==> src/rtl/uart_cmd_pkg.sv <==
// -----------------------------------------------------------------------------
// uart_cmd_pkg
// Shared definitions for the host-to-board command parser.
//   - ASCII characters that carry meaning in the command grammar
//   - error cause codes reported on err_code
//   - parser state encoding
//   - line-terminator helper
// -----------------------------------------------------------------------------
package uart_cmd_pkg;

    // Command grammar characters
    localparam logic [7:0] CH_W  = 8'h57;   // 'W' : register write
    localparam logic [7:0] CH_R  = 8'h52;   // 'R' : register read
    localparam logic [7:0] CH_CR = 8'h0D;   // carriage return
    localparam logic [7:0] CH_LF = 8'h0A;   // line feed

    // Error causes reported on err_code
    localparam logic [2:0] ERR_NONE = 3'd0;
    localparam logic [2:0] BAD_CMD  = 3'd1;  // unknown command letter
    localparam logic [2:0] BAD_HEX  = 3'd2;  // non-hex byte where a digit belongs
    localparam logic [2:0] SHORT    = 3'd3;  // terminator before all digits arrived
    localparam logic [2:0] LONG     = 3'd4;  // extra digit where terminator belongs
    localparam logic [2:0] TIMEOUT  = 3'd5;  // host went quiet mid-frame

    typedef enum logic [2:0] {
        IDLE,       // waiting for a command letter
        ADDR,       // waiting for the single address digit
        DATA,       // collecting write data digits, MSB first
        TERM,       // waiting for CR/LF to commit the frame
        DISCARD     // swallowing the rest of a bad line
    } parseState_t;

    // Either CR or LF ends a line, so CRLF and bare LF hosts both work.
    function automatic logic isLineEnd(input logic [7:0] b);
        return (b == CH_CR) || (b == CH_LF);
    endfunction

endpackage

==> src/rtl/hex_ascii_decode.sv <==
// -----------------------------------------------------------------------------
// hex_ascii_decode
// Combinational ASCII-hex digit decoder; inverse of the telemetry
// nibble-to-ASCII encoder. Accepts '0'-'9', 'A'-'F' and 'a'-'f'.
//
// Ports:
//   asciiByte  in   8  received character
//   isHex      out  1  character is a valid hex digit
//   nibble     out  4  digit value (0 when isHex is low)
// -----------------------------------------------------------------------------
module hex_ascii_decode (
    input  logic [7:0] asciiByte,
    output logic       isHex,
    output logic [3:0] nibble
);

    always_comb begin
        // NOTE: every output gets a default before any branch; a path that
        // leaves an output unassigned in always_comb infers a latch.
        isHex  = 1'b0;
        nibble = 4'h0;
        if (asciiByte >= 8'h30 && asciiByte <= 8'h39) begin
            // '0'..'9' : low nibble of the code is the value
            isHex  = 1'b1;
            nibble = asciiByte[3:0];
        end else if ((asciiByte >= 8'h41 && asciiByte <= 8'h46) ||
                     (asciiByte >= 8'h61 && asciiByte <= 8'h66)) begin
            // 'A'..'F' / 'a'..'f' : low nibble is 1..6, value is 10..15
            isHex  = 1'b1;
            nibble = asciiByte[3:0] + 4'd9;
        end
    end

endmodule

==> src/rtl/uart_cmd_parser.sv <==
// -----------------------------------------------------------------------------
// uart_cmd_parser
// Decodes ASCII-hex command lines from the UART receiver into register
// write strobes and read requests.
//   "W" A DDD <CR|LF>  -> write DATA_W-bit value to address A
//   "R" A <CR|LF>      -> read request for address A
// Bad lines raise a one-cycle err pulse with a held cause code; the rest of
// the line is then dropped silently up to the next terminator.
//
// Ports:
//   CLK_10MHZ  in   1       system clock
//   rst        in   1       synchronous active-high reset
//   rx_data    in   8       received byte
//   rx_valid   in   1       one-cycle pulse, rx_data valid
//   wr_en      out  1       one-cycle write strobe
//   wr_addr    out  ADDR_W  write address, held until next write
//   wr_data    out  DATA_W  write data, held until next write
//   rd_req     out  1       one-cycle read request
//   rd_addr    out  ADDR_W  read address, held until next read
//   err        out  1       one-cycle error pulse
//   err_code   out  3       last error cause, held until next error
//   frame_cnt  out  8       accepted commands, wraps
//   err_cnt    out  8       errors, saturates at 255
// -----------------------------------------------------------------------------
module uart_cmd_parser
    import uart_cmd_pkg::*;
#(
    parameter int ADDR_W      = 4,       // one hex digit; must stay 4
    parameter int DATA_W      = 12,      // multiple of 4
    parameter int TIMEOUT_CYC = 100000   // max quiet cycles inside a frame
) (
    input  logic              CLK_10MHZ,
    input  logic              rst,
    input  logic [7:0]        rx_data,
    input  logic              rx_valid,
    output logic              wr_en,
    output logic [ADDR_W-1:0] wr_addr,
    output logic [DATA_W-1:0] wr_data,
    output logic              rd_req,
    output logic [ADDR_W-1:0] rd_addr,
    output logic              err,
    output logic [2:0]        err_code,
    output logic [7:0]        frame_cnt,
    output logic [7:0]        err_cnt
);

    localparam int NUM_DIGITS = DATA_W / 4;
    localparam int CNT_W      = $clog2(NUM_DIGITS + 1);
    localparam int TMR_W      = $clog2(TIMEOUT_CYC + 1);

    parseState_t       state, stateNext;
    logic              modeWr, modeWrNext;      // 1 = write frame, 0 = read frame
    logic [ADDR_W-1:0] addrSh, addrNext;
    logic [DATA_W-1:0] dataSh, dataNext;
    logic [CNT_W-1:0]  digitCnt, digitNext;
    logic [TMR_W-1:0]  idleTmr;

    logic              byteIsHex;
    logic [3:0]        byteNibble;
    logic              byteIsEol;
    logic              tmrExpired;

    logic              doWrite, doRead, raiseErr;
    logic [2:0]        errCause;

    hex_ascii_decode u_hexDecode (
        .asciiByte (rx_data),
        .isHex     (byteIsHex),
        .nibble    (byteNibble)
    );

    assign byteIsEol  = isLineEnd(rx_data);
    // The timer only runs outside IDLE, so expiry is meaningless there.
    assign tmrExpired = (state != IDLE) && (idleTmr == TMR_W'(TIMEOUT_CYC - 1));

    // -------------------------------------------------------------------------
    // State register
    // -------------------------------------------------------------------------
    always_ff @(posedge CLK_10MHZ) begin
        // NOTE: clocked state uses non-blocking assignments so every register
        // samples the pre-edge values regardless of statement order.
        if (rst) state <= IDLE;
        else     state <= stateNext;
    end

    // -------------------------------------------------------------------------
    // Next-state and per-byte decisions
    // -------------------------------------------------------------------------
    always_comb begin
        stateNext  = state;
        modeWrNext = modeWr;
        addrNext   = addrSh;
        dataNext   = dataSh;
        digitNext  = digitCnt;
        doWrite    = 1'b0;
        doRead     = 1'b0;
        raiseErr   = 1'b0;
        errCause   = ERR_NONE;

        if (rx_valid) begin
            // A byte arriving on the expiry cycle takes precedence over timeout.
            case (state)
                IDLE: begin
                    if (rx_data == CH_W) begin
                        stateNext  = ADDR;
                        modeWrNext = 1'b1;
                    end else if (rx_data == CH_R) begin
                        stateNext  = ADDR;
                        modeWrNext = 1'b0;
                    end else if (!byteIsEol) begin
                        // Bare CR/LF here is the tail of a CRLF pair; ignore it.
                        raiseErr  = 1'b1;
                        errCause  = BAD_CMD;
                        stateNext = DISCARD;
                    end
                end

                ADDR: begin
                    if (byteIsHex) begin
                        addrNext = ADDR_W'(byteNibble);
                        if (modeWr) begin
                            stateNext = DATA;
                            digitNext = '0;
                        end else begin
                            stateNext = TERM;
                        end
                    end else if (byteIsEol) begin
                        raiseErr  = 1'b1;
                        errCause  = SHORT;
                        stateNext = IDLE;
                    end else begin
                        raiseErr  = 1'b1;
                        errCause  = BAD_HEX;
                        stateNext = DISCARD;
                    end
                end

                DATA: begin
                    if (byteIsHex) begin
                        // Exactly NUM_DIGITS shifts per frame, so any stale
                        // content from an earlier frame is pushed out fully.
                        dataNext  = (dataSh << 4) | DATA_W'(byteNibble);
                        digitNext = digitCnt + CNT_W'(1);
                        if (digitCnt == CNT_W'(NUM_DIGITS - 1))
                            stateNext = TERM;
                    end else if (byteIsEol) begin
                        raiseErr  = 1'b1;
                        errCause  = SHORT;
                        stateNext = IDLE;
                    end else begin
                        raiseErr  = 1'b1;
                        errCause  = BAD_HEX;
                        stateNext = DISCARD;
                    end
                end

                TERM: begin
                    if (byteIsEol) begin
                        doWrite   = modeWr;
                        doRead    = !modeWr;
                        stateNext = IDLE;
                    end else if (byteIsHex) begin
                        raiseErr  = 1'b1;
                        errCause  = LONG;
                        stateNext = DISCARD;
                    end else begin
                        raiseErr  = 1'b1;
                        errCause  = BAD_HEX;
                        stateNext = DISCARD;
                    end
                end

                DISCARD: begin
                    // Only one error per bad line; just wait for its end.
                    if (byteIsEol) stateNext = IDLE;
                end

                default: stateNext = IDLE;
            endcase
        end else if (tmrExpired) begin
            stateNext = IDLE;
            // An already-reported bad line times out quietly.
            if (state != DISCARD) begin
                raiseErr = 1'b1;
                errCause = TIMEOUT;
            end
        end
    end

    // -------------------------------------------------------------------------
    // Frame accumulators, idle timer and registered outputs
    // -------------------------------------------------------------------------
    always_ff @(posedge CLK_10MHZ) begin
        if (rst) begin
            modeWr    <= 1'b0;
            addrSh    <= '0;
            dataSh    <= '0;
            digitCnt  <= '0;
            idleTmr   <= '0;
            wr_en     <= 1'b0;
            wr_addr   <= '0;
            wr_data   <= '0;
            rd_req    <= 1'b0;
            rd_addr   <= '0;
            err       <= 1'b0;
            err_code  <= ERR_NONE;
            frame_cnt <= 8'd0;
            err_cnt   <= 8'd0;
        end else begin
            modeWr   <= modeWrNext;
            addrSh   <= addrNext;
            dataSh   <= dataNext;
            digitCnt <= digitNext;

            if (rx_valid || state == IDLE || tmrExpired)
                idleTmr <= '0;
            else
                idleTmr <= idleTmr + TMR_W'(1);

            wr_en  <= doWrite;
            rd_req <= doRead;
            err    <= raiseErr;

            if (doWrite) begin
                wr_addr <= addrSh;
                wr_data <= dataSh;
            end
            if (doRead)
                rd_addr <= addrSh;
            if (doWrite || doRead)
                frame_cnt <= frame_cnt + 8'd1;

            if (raiseErr) begin
                err_code <= errCause;
                if (err_cnt != 8'hFF)
                    err_cnt <= err_cnt + 8'd1;
            end
        end
    end

endmodule

==> config.mk <==
export PLATFORM = sky130hd
export DESIGN_NAME = uart_cmd_parser
export DESIGN_NICKNAME = d
export VERILOG_FILES = /design/src/rtl/uart_cmd_pkg.sv /design/src/rtl/hex_ascii_decode.sv /design/src/rtl/uart_cmd_parser.sv
export SDC_FILE = /design/constraint.sdc
export NUM_CORES = 1
export LEC_CHECK = 0
export CORE_MARGIN = 5
export CORE_UTILIZATION = 36
export CTS_BUF_LIST = sky130_fd_sc_hd__clkbuf_8
export CTS_CLUSTER_SIZE = 10
export DETAILED_ROUTE_END_ITERATION = 10
export HOLD_SLACK_MARGIN = 0.02
export PLACE_DENSITY = 0.66
export SLEW_MARGIN = 20
export SYNTH_ARGS = -nofsm -noshare
export SYNTH_HDL_FRONTEND = slang
export SYNTH_SLANG_ARGS = --single-unit
export TNS_END_PERCENT = 100
==> constraint.sdc <==
create_clock -name CLK_10MHZ -period 7.6 [get_ports CLK_10MHZ]
set_clock_uncertainty 0.05 [all_clocks]
set_input_delay 1.52 -clock CLK_10MHZ [delete_from_list [all_inputs] [get_ports CLK_10MHZ]]
set_output_delay 1.52 -clock CLK_10MHZ [all_outputs]
set_load 0.005 [all_outputs]
* Yosys cells after proc, flatten, opt, wreduce, memory -nomap -nowiden
Index checks and enable logic that the tools add are counted.
Cells by class: $add $sub $neg 5, order comparisons 6, equal/unequal tests 18, mux-type cells 47, bitwise logic cells 1, reductions and logical operators 23
Operators with widths (count):
- $mux W3 | 16
- $mux W1 | 22
- $add A17 B1 Y17 const B | 1
- $eq A17 B17 Y1 const B | 1
- $add A8 B1 Y8 const B | 2
- $eq A8 B4 Y1 const B | 2
- $eq A8 B7 Y1 const B | 2
- $ge A8 B7 Y1 const B | 2
- $le A8 B7 Y1 const B | 2
- $pmux W3 S5 | 1
- $or A12 B4 Y12 | 1
- $pmux W3 S3 | 1
- $reduce_and A3 Y1 | 3
- $ge A8 B6 Y1 const B | 1
- $le A8 B6 Y1 const B | 1
- $mux W4 | 2
- $ne A8 B8 Y1 const B | 1
- $eq A3 B2 Y1 const B | 2
- $mux W2 | 3
- $ne A2 B2 Y1 const B | 3
- $ne A3 B3 Y1 const B | 2
- $reduce_bool A2 Y1 | 3
- $logic_or A1 B1 Y1 | 5
- $ne A5 B5 Y1 const B | 1
- 16 further kinds | 20
Storage, ports and cells: flip-flop bits (word level) 81, input port bits 11, output and inout port bits 42, word-level logic and storage cells 115

* Longest topological paths before layout
Gate-level depths: netlist (run 1).
word-level depth 9, mapped depth 9, gate-level depth less buffers 8

* By module
Synthesis (run 1) repeated with hierarchy kept, for this count alone.
Second synthesis, totals: cell total of the unflattened synthesis 438, area total of the unflattened synthesis 3699.8 um^2
Modules (own cells, without submodules):
- uart_cmd_parser | instances 1, cells each 413, area each 3495.9 um^2, sequential area each 1621.6 um^2
- hex_ascii_decode | instances 1, cells each 25, area each 203.9 um^2, sequential area each 0.0 um^2

* Least setup slack after synthesis (run 1)
Ideal clock, no wire load.
path kind input to register, start point in rx_data[0], end point reg digitCnt[0], arrival time 3.288 ns, path slack 4.123 ns, cell stages on the path 8, buffers on the path 0, cells stage by stage inv_1 > ha_1 > o21bai_1 > a2111oi_4 > nor2_4 > or4b_1 > a21boi_1 > a2111oi_0
Between the ends: longest elaborated chain between the ends 7, elaborated cells between the ends (all ways) 15, classes of those cells 6 x order compare; 2 x eq/ne; 2 x mux; 5 x reduce/logical
RTL lines:
- start: declaration | line uart_cmd_parser.sv:34 | input logic [7:0] rx_data,
- $ge A8 B7 Y1 (tied with other cells) | line hex_ascii_decode.sv:26 | end else if ((asciiByte >= 8'h41 && asciiByte <= 8'h46) ||
- $logic_and A1 B1 Y1 (on tied branches) | line hex_ascii_decode.sv:26, hex_ascii_decode.sv:27
- $logic_or A1 B1 Y1 | line hex_ascii_decode.sv:26
- $mux W1 | line hex_ascii_decode.sv:26
- $mux W1 (*) | line hex_ascii_decode.sv:22 | if (asciiByte >= 8'h30 && asciiByte <= 8'h39) begin
- $ne A2 B2 Y1 (no source line)
- $reduce_and A5 Y1 (no source line) (*)
- end signal: assignment | line uart_cmd_parser.sv:213 | digitCnt <= digitNext;
- end: declaration | line uart_cmd_parser.sv:55 | logic [CNT_W-1:0] digitCnt, digitNext;
Every way passes the cells marked *; elsewhere a longest branch is shown, timed or not. A chain may end at the register's enable or synchronous reset.

* Worst setup path in the final report (run 1)
start point in rx_data[1], end point reg err_cnt[3]
Between the ends: longest elaborated chain between the ends 9, elaborated cells between the ends (all ways) 24, classes of those cells 6 x order compare; 4 x eq/ne; 8 x mux; 6 x reduce/logical
RTL lines:
- $ge A8 B7 Y1 (tied with other cells) | line hex_ascii_decode.sv:26
- $logic_and A1 B1 Y1 (on tied branches) | line hex_ascii_decode.sv:26, hex_ascii_decode.sv:27
- $logic_or A1 B1 Y1 | line hex_ascii_decode.sv:26
- $mux W1 | line hex_ascii_decode.sv:26
- $mux W1 | line hex_ascii_decode.sv:22
- $mux W1 | line uart_cmd_parser.sv:139 | if (byteIsHex) begin
- $pmux W1 S3 (*) | line uart_cmd_parser.sv:102 | case (state)
- $mux W1 (*) | line uart_cmd_parser.sv:100 | if (rx_valid) begin
- $reduce_and A2 Y1 (no source line) (*)
- end signal: assignment | line uart_cmd_parser.sv:236 | err_cnt <= err_cnt + 8'd1;
- end: declaration | line uart_cmd_parser.sv:44 | output logic [7:0] err_cnt
Marks and branches as above.

==> flow_metrics.py, run 1 <==
metrics = {
    "outcome": {
        "outcome": "complete, no violations",
    },
    "synthesis": {
        "netlist_area_um2": 3620,
        "yosysMostFrequentCell": "dfxtp_1",
        "ys_ff_latch": 81,
        "synth_async_sr_flop_share": 0,
        "synth_edf_count": 0,
        "yosys-top-cells-area": "dfxtp_1 (45%), nor2_1 (5.2%), a21oi_1 (5.1%)",
        "synth_common_cells": "dfxtp_1 (81), nor2_1 (50), nand2_1 (49), a21oi_1 (37), nand3_1 (28)",
        "ys_seq_area_frac": 0.447,
        "ys.flop_type": "dfxtp_1",
        "synth_top_cell_area_share": 0.447,
        "syn_avg_cell_area_um2": 8.61,
        "synth_nets": 440,
        "syn_inst": 421,
        "synth_area_leader_cell": "dfxtp_1",
        "synth_cell_types": 49,
        "synth_warnings": 0,
    },
    "floorplan": {
        "io_pins": 53,
        "fp.dieW_um": 110,
        "initial_core_util": 0.369,
        "core-area_um2": 9820,
        "fp.dieArea_um2": 12200,
        "die_h_um": 110,
        "std_cell_rows": 36,
    },
    "drt": {
        "vias_per_cell": 5.12,
        "vias": 3079,
        "drc": 0,
        "drtPass1Iterations": 4,
        "wl_per_cell_um": 13.1,
        "drtAntennaViolNets": 0,
        "routed_wl_um": 7900,
        "drt_iter0_drc": 206,
    },
    "grt": {
        "antenna_found_initial": 0,
        "use_met1": 0.172,
        "grt.total_usage": 0.135,
        "busiest_layer": "met2",
        "use_met2": 0.221,
        "met3_usage": 0.0425,
        "grt_overflow": 0,
        "grt_max_degree": 68,
        "grt_pass1_vias": 2902,
        "grt_pass1_wl_um": 13200,
    },
    "pwr": {
        "clock_power_share": 0.382,
        "sw_frac_of_total": 0.246,
        "p_int_uw": 574,
        "combinationalPowerShare": 0.054,
        "ir_drop_v": 0.0000952,
        "p_switching_uw": 188,
        "powerDensity_nw_per_um2": 172,
        "p_seq_frac": 0.564,
        "p_leak_uw": 0.00143,
    },
    "placement": {
        "port_buffers": 52,
        "hpwl_um": 5600,
        "gp_congestion": 0.829,
    },
    "finish": {
        "drive_above_1_share": 0.0556,
        "syn2layout_area_growth_pct": 22.0,
        "post-route-util": 0.450,
        "fin_nets": 482,
        "num_antenna_cells": 0,
    },
    "setup_path": {
        "critPathLaunchType": "input pin",
        "setup.worst_path.end_class": "flop",
        "path_class": "input pin to flop",
        "path_max_fanout": 11,
        "critical_path_arrival_ns": 4.33,
        "cp.required_ns": 7.82,
    },
    "clock_network": {
        "htree_levels": 3,
        "cts_tree": "done",
        "cts_buffers": 9,
        "cts_resized": 0,
        "holdBufCountCts": 0,
        "clock_sinks": 81,
        "post-cts-setup-buffer-count": 0,
        "cts_buffer_depth": 2,
        "clockRootBuffer": "clkbuf_8",
        "clock_latency_ns": 0.35,
        "clkTransAtPathRegs_ns": 0.09,
    },
    "hold_path": {
        "hold_class": "flop to flop",
    },
    "timing": {
        "fin_setup_tns_ns": 0,
        "slew_viol_final": 0,
        "rsz0062_at_grt": "false",
        "period_minus_slack_ns": 4.11,
        "hold_viol": 0,
        "finalCritPeriodShare": 0.541,
        "worstMarginPinSlew_ns": 0.837,
        "setup_viol_count_final": 0,
        "slew_headroom": 0.441,
        "timing.fmax_mhz": 243,
    },
    "flow_run": {
        "timing.max_cap.violations": 0,
    },
}
==> registers in the layout, summed over array words and instances, names as in the netlist <==
| register | count |
|---|---|
| digitCnt | 2 |
| idleTmr | 17 |
| err_code | 3 |
| wr_en | 1 |
| wr_addr | 4 |
| modeWr | 1 |
| err | 1 |
| err_cnt | 8 |
| state | 3 |
| addrSh | 4 |
| rd_req | 1 |
| dataSh | 12 |
| frame_cnt | 8 |
| wr_data | 12 |
| rd_addr | 4 |
==> metal layers <==
metal / up-vias / part of all wire
met5: - / 0
met4: 0 / 0.0092
met3: 7 / 0.054
met2: 64 / 0.47
met1: 1441 / 0.47
li1: 1567 / -
==> final timing paths <==
| kind | cells past startpoint | to | from | slack [ns] |
|---|---|---|---|---|
| worst max-delay path | 9 | err_cnt[3] | rx_data[1] | 3.49 |
| worst min-delay path | 1 | idleTmr[0] | idleTmr[0] | 0.40 |
| worst max register to register | 7 | err_cnt[3] | idleTmr[0] | 5.01 |
| worst min register to register | 1 | idleTmr[0] | idleTmr[0] | 0.40 |
==> worst max-delay path, stage by stage <==
cell and delay [ns]:
clkdlybuf4s50_1 0.54, inv_1 0.08, ha_1 0.22, o21bai_1 0.24
a2111oi_4 0.16, nor4_1 0.56, o21ai_1 0.41, or3_1 0.44
a21oi_1 0.15
==> cell families after synthesis <==
logic type,Yosys count,synth area share
muxes,11,0.0304
AOI/OAI and AO/OA,75,0.129
and+or+nand+nor,193,0.277
DFF,81,0.447
buffers and inverters,30,0.0324
xor gates and xnor gates,23,0.0556
adders and majority gates,8,0.0276
==> stage by stage <==
stage	hold slack, ns	std cells	area, um2	setup slack, ns	total power, uW
detailed placement	0.389	585	4240	3.11	481
CTS	0.408	601	4420	3.49	774
floorplan	0.368	421	3620	4.12	464
finish	0.403	601	4420	3.49	762
global placement	0.380	585	4240	3.20	480
global route	0.426	601	4420	3.21	797
==> power by group through the flow <==
stage          Combinational [uW]  Sequential [uW]  Clock [uW]
6_report                     40.9              430         291
5_1_grt                      45.5              430         321
4_1_cts                      41.4              430         303
3_5_place_dp                 41.0              440           0
3_3_place_gp                 40.4              440           0
2_1_floorplan                24.5              439           0
==> cell usage in the layout, fill, tap and decap left out, types with 2 or more instances in the layout <==
| master | instances |
|---|---|
| inv_6 | 3 |
| dfxtp_1 | 81 |
| o31ai_1 | 2 |
| clkdlybuf4s50_1 | 51 |
| nand2b_1 | 5 |
| a211oi_1 | 10 |
| nand4bb_1 | 2 |
| nand2_1 | 49 |
| xor2_1 | 16 |
| and3_1 | 11 |
| nand3_1 | 28 |
| or4b_1 | 3 |
| xnor2_1 | 7 |
| o41ai_1 | 2 |
| nand4_1 | 6 |
| or3_1 | 11 |
| nor3_1 | 7 |
| clkbuf_8 | 10 |
| o211ai_1 | 3 |
| inv_1 | 7 |
| buf_4 | 2 |
| mux2i_1 | 11 |
| o21bai_1 | 2 |
| o21ai_0 | 10 |
| ha_1 | 8 |
| nor4b_1 | 2 |
| nor2b_1 | 3 |
| a21oi_1 | 37 |
| clkinvlp_4 | 3 |
| nor2_1 | 50 |
| nor4_1 | 3 |
==> area by class of cell <==
cell class                 count  area [um2]
clock inverter                 6        48.8
clock buffer                  10         138
multi-input combinational    310        1890
tap                          133         166
fill                        1013        5400
sequential                    81        1620
inverter                       7        26.3
timing repair buffer          54         531
(Power assumes the default switching activity.)
==> run 2, diff against run 1 <==
- PLACE_DENSITY: 0.66 -> 0.68
- clock period: 7.6 -> 3.35 ns (I/O delays scaled with it)
==> run 2 against run 1 <==
Net effect:
- register-to-register slack worse by 4.1 ns
- largest cell class unchanged
- combinational power is 150% higher
- cell area is 2.8% higher
==> flow_metrics.py, run 2 (synthesis gave the netlist of run 1 again) <==
metrics = {
    "clock_network": {
        "cts_resized": 0,
        "post-cts-setup-buffer-count": 0,
        "clkTransAtPathRegs_ns": 0.08,
        "clockRootBuffer": "clkbuf_8",
        "cts_tree": "done",
        "cts_buffers": 9,
        "holdBufCountCts": 0,
        "htree_levels": 3,
        "cts_buffer_depth": 2,
        "clock_sinks": 81,
        "clock_latency_ns": 0.35,
    },
    "timing": {
        "setup_viol_count_final": 0,
        "worstMarginPinSlew_ns": 0.634,
        "slew_viol_final": 0,
        "rsz0062_at_grt": "false",
        "fin_setup_tns_ns": 0,
        "period_minus_slack_ns": 3.04,
        "hold_viol": 0,
        "slew_headroom": 0.577,
        "finalCritPeriodShare": 0.906,
        "hold_slack_ns": 0.401,
        "timing.fmax_mhz": 329,
    },
    "floorplan": {
        "die_h_um": 110,
        "std_cell_rows": 36,
        "core-area_um2": 9820,
        "fp.dieArea_um2": 12200,
        "io_pins": 53,
        "initial_core_util": 0.369,
        "fp.dieW_um": 110,
    },
    "grt": {
        "antenna_found_initial": 0,
        "grt_max_degree": 67,
        "grt_overflow": 0,
        "grt_pass1_vias": 2971,
        "grt_pass1_wl_um": 13700,
        "grt.total_usage": 0.143,
    },
    "setup_path": {
        "path_class": "input pin to flop",
        "critPathTopFamily": "simple AND/OR/NAND/NOR gates",
        "cp_cell_sequence": "clkdlybuf4s50_1 > inv_1 > ha_1 > nor3b_1 > nor4_4 > nor4_1 > buf_4 > o21ai_1 > buf_4 > or3_1 > a21oi_1",
        "cp_common_cell": "buf_4",
        "cp_slowest_stage_delay_ns": 0.55,
        "slowest_stage": "clkdlybuf4s50_1",
        "setup.worst_path.end_class": "flop",
        "critical_path_arrival_ns": 3.26,
        "path_max_fanout": 11,
        "cp_num_buf_inv": 4,
        "cp.required_ns": 3.58,
        "critPathLaunchType": "input pin",
    },
    "finish": {
        "layout_common_cells": "dfxtp_1 (81), clkdlybuf4s50_1 (51), nor2_1 (50)",
        "layout_commonest_cell": "dfxtp_1",
        "num_antenna_cells": 0,
        "syn2layout_area_growth_pct": 25.4,
        "top_regs": "idleTmr x17, dataSh x12, wr_data x12",
        "final_cells": 612,
        "top_register": "idleTmr",
        "drive_above_1_share": 0.0772,
        "fillers": 1022,
        "largest_reg_flops": 17,
        "fin_nets": 493,
        "fin_area_um2": 4550,
    },
    "pwr": {
        "p_leak_uw": 0.00151,
        "ir_drop_v": 0.000260,
        "powerDensity_nw_per_um2": 412,
    },
    "drt": {
        "drc": 0,
        "vias": 3103,
        "drtPass1Iterations": 4,
        "drt_iter0_drc": 120,
        "wl_per_cell_um": 13.4,
        "vias_per_cell": 5.07,
        "drtAntennaViolNets": 0,
        "routed_wl_um": 8190,
    },
    "placement": {
        "port_buffers": 52,
        "hpwl_um": 6080,
        "gp_congestion": 0.831,
        "numPlacedInstances": 596,
        "placed_area_um2": 4320,
    },
    "hold_path": {
        "hold_class": "flop to flop",
    },
    "outcome": {
        "outcome": "complete, no violations",
    },
    "flow_run": {
        "timing.max_cap.violations": 0,
    },
}
[run 2: cell types whose count changed in the layout (fill, tap and decap cells not counted), sizes merged]
cell      change
buf          +11
clkinvlp      -2
clkinv        +2
bufinv        +2
inv           -1
clkbuf        -1
[run 2: final timing paths]
kind,from,endpoint,slack (ns),depth (start not counted)
worst min-delay path,idleTmr[0],idleTmr[0],0.40,1
worst min register to register,idleTmr[0],idleTmr[0],0.40,1
worst max register to register,idleTmr[0],err_cnt[4],0.91,8
worst max-delay path,rx_data[1],err_cnt[4],0.31,11
[run 2: cell type report]
type | instances | area (um2) | share of cell area
Multi-Input combinational cell | 310 | 1890 | 0.416
Timing Repair Buffer | 65 | 613 | 0.135
Clock inverter | 7 | 103 | 0.0226
Tap cell | 133 | 166 | 0.0366
Sequential cell | 81 | 1620 | 0.357
Clock buffer | 9 | 124 | 0.0273
Inverter | 7 | 26.3 | 0.00578
[run 2: where the power goes]
group	internal [uW]	switching (uW)	total (uW)
clock	427	368	795
sequential	968	7.45	975
combinational	44.2	57.2	101
[run 2: through the flow]
step                total power [uW]  setup slack (ns)  utilization
floorplan                       1050             0.723            -
global placement                1100           0.00187        0.440
detailed placement              1100           -0.0429        0.440
CTS                             1900             0.303        0.463
global route                    1950            0.0862        0.463
finish                          1870             0.314        0.463
[run 2: routing by layer]
metal	up-vias	share of wire	global-route usage	wire, um
met5	-	0	0	0
met2	58	0.49	0.239	4010
met4	0	0.021	0.0545	175
met1	1438	0.43	0.166	3540
li1	1591	-	-	-
met3	16	0.057	0.0553	465
==> run 3, diff against run 2 <==
- TNS_END_PERCENT: 100 -> 50
==> results of run 3 <==
No change in the layout: final DEF, timing and power equal those of run 2.
